$ cat src/rtl/quad_pkg.sv
// Shared definitions for the quadrature decoder: direction codes, Gray phase
// encodings and the forward-successor helper.
package quad_pkg;

  localparam logic DIR_UP   = 1'b0;
  localparam logic DIR_DOWN = 1'b1;

  typedef enum logic [1:0] {
    PH_00 = 2'b00,
    PH_01 = 2'b01,
    PH_11 = 2'b11,
    PH_10 = 2'b10
  } phase_e;

  function automatic phase_e quad_next(input phase_e prev);
    case (prev)
      PH_00:   quad_next = PH_01;
      PH_01:   quad_next = PH_11;
      PH_11:   quad_next = PH_10;
      default: quad_next = PH_00;
    endcase
  endfunction

endpackage

$ cat src/rtl/quad_filter.sv
// Single-phase input conditioning: SYNC_STAGES-flop synchroniser followed by
// a filter that accepts a new level only after it has held FILTER cycles.
module quad_filter #(
  parameter int SYNC_STAGES = 2,
  parameter int FILTER      = 2
) (
  input  logic clk,
  input  logic rst,
  input  logic d_i,
  output logic q_o
);

  localparam int CW = $clog2(FILTER + 1);

  logic [SYNC_STAGES-1:0] sync_q;
  logic                   sync_out;
  logic                   filt_q, filt_d;
  logic [CW-1:0]          cnt_q, cnt_d;

  assign sync_out = sync_q[SYNC_STAGES-1];

  // Any cycle where the synchronised level agrees with the filter output
  // restarts the count, so short pulses never get through.
  always_comb begin
    filt_d = filt_q;
    cnt_d  = '0;
    if (sync_out != filt_q) begin
      if (cnt_q + CW'(1) == CW'(FILTER)) begin
        filt_d = sync_out;
      end else begin
        cnt_d = cnt_q + CW'(1);
      end
    end
  end

  always_ff @(posedge clk) begin
    if (rst) begin
      sync_q <= '0;
      filt_q <= 1'b0;
      cnt_q  <= '0;
    end else begin
      sync_q <= {sync_q[SYNC_STAGES-2:0], d_i};
      filt_q <= filt_d;
      cnt_q  <= cnt_d;
    end
  end

  assign q_o = filt_q;

endmodule

$ cat src/rtl/quad_decoder.sv
// Quadrature decoder: conditions A/B, decodes Gray transitions into up/down
// steps and keeps a wrap-around position count with illegal-jump flagging.
module quad_decoder
  import quad_pkg::*;
#(
  parameter int WIDTH       = 4,
  parameter int SYNC_STAGES = 2,
  parameter int FILTER      = 2
) (
  input  logic             clk,
  input  logic             rst,
  input  logic             a,
  input  logic             b,
  input  logic             en,
  input  logic             clr,
  output logic [WIDTH-1:0] count,
  output logic             dir,
  output logic             step,
  output logic             err,
  output logic             err_sticky
);

  logic             fa, fb;
  phase_e           cur;
  phase_e           phase_q, phase_d;
  logic             primed_q;
  logic [WIDTH-1:0] count_q, count_d;
  logic             dir_q, dir_d;
  logic             step_q, step_d;
  logic             err_q, err_d;
  logic             sticky_q, sticky_d;

  quad_filter #(.SYNC_STAGES(SYNC_STAGES), .FILTER(FILTER)) u_filt_a (
    .clk (clk),
    .rst (rst),
    .d_i (a),
    .q_o (fa)
  );

  quad_filter #(.SYNC_STAGES(SYNC_STAGES), .FILTER(FILTER)) u_filt_b (
    .clk (clk),
    .rst (rst),
    .d_i (b),
    .q_o (fb)
  );

  assign cur = phase_e'({fa, fb});

  // Phase state follows the filtered inputs unconditionally; only the count
  // and its flags are gated by primed/en, so disabled transitions are lost.
  always_comb begin
    phase_d  = cur;
    count_d  = count_q;
    dir_d    = dir_q;
    step_d   = 1'b0;
    err_d    = 1'b0;
    sticky_d = sticky_q;
    if (primed_q && en && (cur != phase_q)) begin
      if (quad_next(phase_q) == cur) begin
        count_d = count_q + WIDTH'(1);
        dir_d   = DIR_UP;
        step_d  = 1'b1;
      end else if (quad_next(cur) == phase_q) begin
        count_d = count_q - WIDTH'(1);
        dir_d   = DIR_DOWN;
        step_d  = 1'b1;
      end else begin
        err_d    = 1'b1;
        sticky_d = 1'b1;
      end
    end
    if (clr) begin
      count_d  = '0;
      sticky_d = 1'b0;
    end
  end

  always_ff @(posedge clk) begin
    if (rst) begin
      phase_q  <= PH_00;
      primed_q <= 1'b0;
      count_q  <= '0;
      dir_q    <= DIR_UP;
      step_q   <= 1'b0;
      err_q    <= 1'b0;
      sticky_q <= 1'b0;
    end else begin
      phase_q  <= phase_d;
      primed_q <= 1'b1;
      count_q  <= count_d;
      dir_q    <= dir_d;
      step_q   <= step_d;
      err_q    <= err_d;
      sticky_q <= sticky_d;
    end
  end

  assign count      = count_q;
  assign dir        = dir_q;
  assign step       = step_q;
  assign err        = err_q;
  assign err_sticky = sticky_q;

endmodule

$ cat config.mk
export PLATFORM = sky130hd
export DESIGN_NAME = quad_decoder
export DESIGN_NICKNAME = d
export VERILOG_FILES = /design/src/rtl/quad_pkg.sv /design/src/rtl/quad_filter.sv /design/src/rtl/quad_decoder.sv
export SDC_FILE = /design/constraint.sdc
export NUM_CORES = 1
export LEC_CHECK = 0
export CORE_MARGIN = 5
export CORE_UTILIZATION = 45
export CTS_CLUSTER_SIZE = 8
export DETAILED_ROUTE_END_ITERATION = 6
export DONT_BUFFER_PORTS = 1
export GPL_TIMING_DRIVEN = 0
export PLACE_DENSITY = 0.61
export SYNTH_ARGS = -nofsm -noshare
export SYNTH_HDL_FRONTEND = slang
export SYNTH_SLANG_ARGS = --single-unit
$ cat constraint.sdc
create_clock -name clk -period 2.4 [get_ports clk]
set_input_delay 0.6 -clock clk [delete_from_list [all_inputs] [get_ports clk]]
set_output_delay 0.6 -clock clk [all_outputs]
set_load 0.05 [all_outputs]
==> flow_metrics.env <==
export IMPL_status="finished, final reports clean"
export IMPL_dp_cells=109
export IMPL_grt_pass1_vias=563
export IMPL_critPathArrivalTime_ns=2.42
export IMPL_fmax_mhz=456
export IMPL_cts_buffers=3
export IMPL_maxSlewHeadroom_pct=57.3
export IMPL_ys_ff_latch=21
export IMPL_grt_max_degree=13
export IMPL_slew_violations=0
export IMPL_clkSinkCount=21
export IMPL_multiInputGateArea_sq_um=424
export IMPL_path_buf_inv=0
export IMPL_finalHoldViolCount=0
export IMPL_dpl_instance_area_sq_um=891
export IMPL_detail_route_antenna_nets=0
export IMPL_synthesis_nets=95
export IMPL_gp_congestion=0.702
export IMPL_grt_pass1_wl_microns=2400
export IMPL_die_w_microns=53.7
export IMPL_areaGrowthSynthToFinish_pct=6.84
export IMPL_diodes=0
export IMPL_drc_errors=0
export IMPL_drt_initial_drc_count=1
export IMPL_grt_use_total_pct=11.6
export IMPL_chipHeight_microns=53.7
export IMPL_cts_root_buffer="clkbuf_4"
export IMPL_critPathMaxStageDelay_ns=0.47
export IMPL_cap_violations=0
export IMPL_core_area_sq_mm=0.00176
export IMPL_io_buffers=0
export IMPL_layout_drive_gt1_share_pct=10.2
export IMPL_synth_area_leaders="dfxtp_1, ha_1, xnor2_1, nor2_1, nor2b_1"
export IMPL_critPathRequiredTime_ns=2.63
export IMPL_hold_path_class="in -> reg"
export IMPL_cp_end_kind="flop"
export IMPL_seqCellArea_sq_um=420
export IMPL_fin_crit_ns=2.19
export IMPL_critical_path_top_delay_family="compound AO/OA/AOI/OAI gates"
export IMPL_power_leakage_nw=0.311
export IMPL_viasPerCell=5.07
export IMPL_p_total_uw=543
export IMPL_fin_nets=100
export IMPL_design_area_sq_um=918
export IMPL_num_vias=573
export IMPL_irDropWorstVdd_uv=301
export IMPL_start_util_pct=48.7
export IMPL_fp_row_count=15
export IMPL_clockBufferDepth=2
export IMPL_power_density_mw_per_mm2=591
export IMPL_fin_cells=113
export IMPL_routed_wl_microns=1310
export IMPL_tightest_slew_ns=0.640
export IMPL_die_area_sq_mm=0.00288
export IMPL_slowest_stage="dfxtp_1"
export IMPL_fillers=173
export IMPL_clkTransAtPathRegs_ns=0.11
export IMPL_yosysUniqueCellTypes=24
export IMPL_cts_tree="done"
export IMPL_syn_area_per_cell_sq_um=10.2
export IMPL_clock_skew_ns=0.00469
export IMPL_hold_buffers=0
export IMPL_synth_largest_area_cell="dfxtp_1"
export IMPL_htree_levels=1
export IMPL_fin_setup_tns_ns=0
export IMPL_ys_seq_area_share_pct=48.9
export IMPL_wl_per_cell_microns=11.6
export IMPL_rsz0062_at_grt="no"
export IMPL_ios=14
export IMPL_path_class="reg -> reg"
export IMPL_synth_area_sq_um=860
export IMPL_critPathLaunchType="flop"
export IMPL_synth_top_area_share_pct=48.9
export IMPL_crit_fanout=5
export IMPL_ctsResizeCount=0
export IMPL_synthCells=84
export IMPL_post_route_period_util_pct=91.4
export IMPL_grt_overflow=0
export IMPL_postCtsSetupBuffers=0
export IMPL_dr_pass1_iters=2
export IMPL_ys_warnings_count=0
export IMPL_finalSetupViolations=0
export IMPL_clk_latency_ns=0.29
export IMPL_crit_chain="xor2_1 -> or2_2 -> ha_1 -> nand3_1 -> a211o_1 -> a211oi_2 -> mux2i_1"
export IMPL_antenna_found_initial=0
## registers in the layout, summed over array words and instances, names as in the netlist
register         cells
primed_q             1
u_filt_b.sync_q      2
dir                  1
u_filt_b.cnt_q       2
u_filt_a.sync_q      2
u_filt_a.q_o         1
count                4
phase_q              2
step                 1
err_sticky           1
u_filt_b.q_o         1
err                  1
u_filt_a.cnt_q       2
## worst paths after layout
| path | from | end | slack, ns | depth (start not counted) |
|---|---|---|---|---|
| worst min-delay path | rst | u_filt_b.sync_q[1] | 0.36 | 1 |
| worst max-delay path | u_filt_a.q_o | count[3] | 0.21 | 7 |
| worst min register to register | u_filt_b.cnt_q[0] | u_filt_b.cnt_q[0] | 0.43 | 1 |
| worst max register to register | u_filt_a.q_o | count[3] | 0.21 | 7 |
## cell usage after synthesis
library cell	count
a211oi_2	1
inv_1	3
dfxtp_1	21
o21ai_0	2
a311oi_1	1
xnor2_1	5
nor4_1	1
mux2i_1	3
nor2b_1	6
nor2_1	10
o211ai_1	1
xor2_1	2
xnor2_2	2
nand3_1	2
or3_1	4
nand2_1	2
a21oi_1	5
clkbuf_1	1
fa_1	1
ha_1	4
and2_1	1
a211o_1	1
nor3_1	3
or2_2	2
## where the power goes
group          total (mW)  internal (mW)  leakage, nW  switching [mW]
Sequential          0.359          0.354        0.171         0.00442
Clock               0.161         0.0620       0.0177          0.0994
Combinational      0.0224        0.00961        0.123          0.0127
## routing by layer
layer | routed length [microns] | up-vias | global-route usage (%)
li1 | - | 292 | -
met5 | 0 | - | 0
met4 | 12 | 0 | 6.38
met1 | 550 | 267 | 13.4
met2 | 642 | 12 | 19.0
met3 | 102 | 2 | 3.32
## placed cells by master, fill, tap and decap left out, types with 4 or more instances in the layout
cell type  Yosys  routed
nor2_1        10      10
xnor2_1        5       5
or3_1          4       4
dfxtp_1       21      21
nor2b_1        6       6
ha_1           4       4
a21oi_1        5       5
## area by class of cell
| type | instances | area share, % |
|---|---|---|
| sequential | 21 | 45.8 |
| tap | 25 | 3.41 |
| clock inverter | 1 | 0.545 |
| clock buffer | 3 | 2.45 |
| multi-input combinational | 59 | 46.2 |
| buffer | 1 | 0.409 |
| inverter | 3 | 1.23 |
## worst reg2reg max path: cells and delay by family, from the launching register on
kind | cells | cell delay [ns]
AOI/OAI and AO/OA | 2 | 0.52
xor gates and xnor gates | 1 | 0.14
adders and majority gates | 1 | 0.34
DFF | 1 | 0.47
muxes | 1 | 0.19
and+or+nand+nor | 2 | 0.47
## kinds of logic (layout without fill, tap and decap cells)
logic type,after synthesis,count (layout),synth area share [%]
AND/OR/NAND/NOR,31,31,18.3
multiplexers,3,3,3.49
AO/OA/AOI/OAI,11,11,8.44
buffers and inverters,4,8,1.75
adder cells (fa/ha/maj),5,5,8.15
XOR/XNOR,9,9,10.9
flip-flops,21,21,48.9
## per-stage QoR
stage	util (%)	hold WS [ns]	setup slack, ns
after floorplan	-	0.397	0.356
after global placement	50.5	0.406	0.226
after detailed placement	50.5	0.422	0.199
after CTS	52.1	0.343	0.180
after global routing	52.1	0.336	0.0862
final	52.1	0.360	0.207
Note: power is estimated with default switching activity, not from simulation.
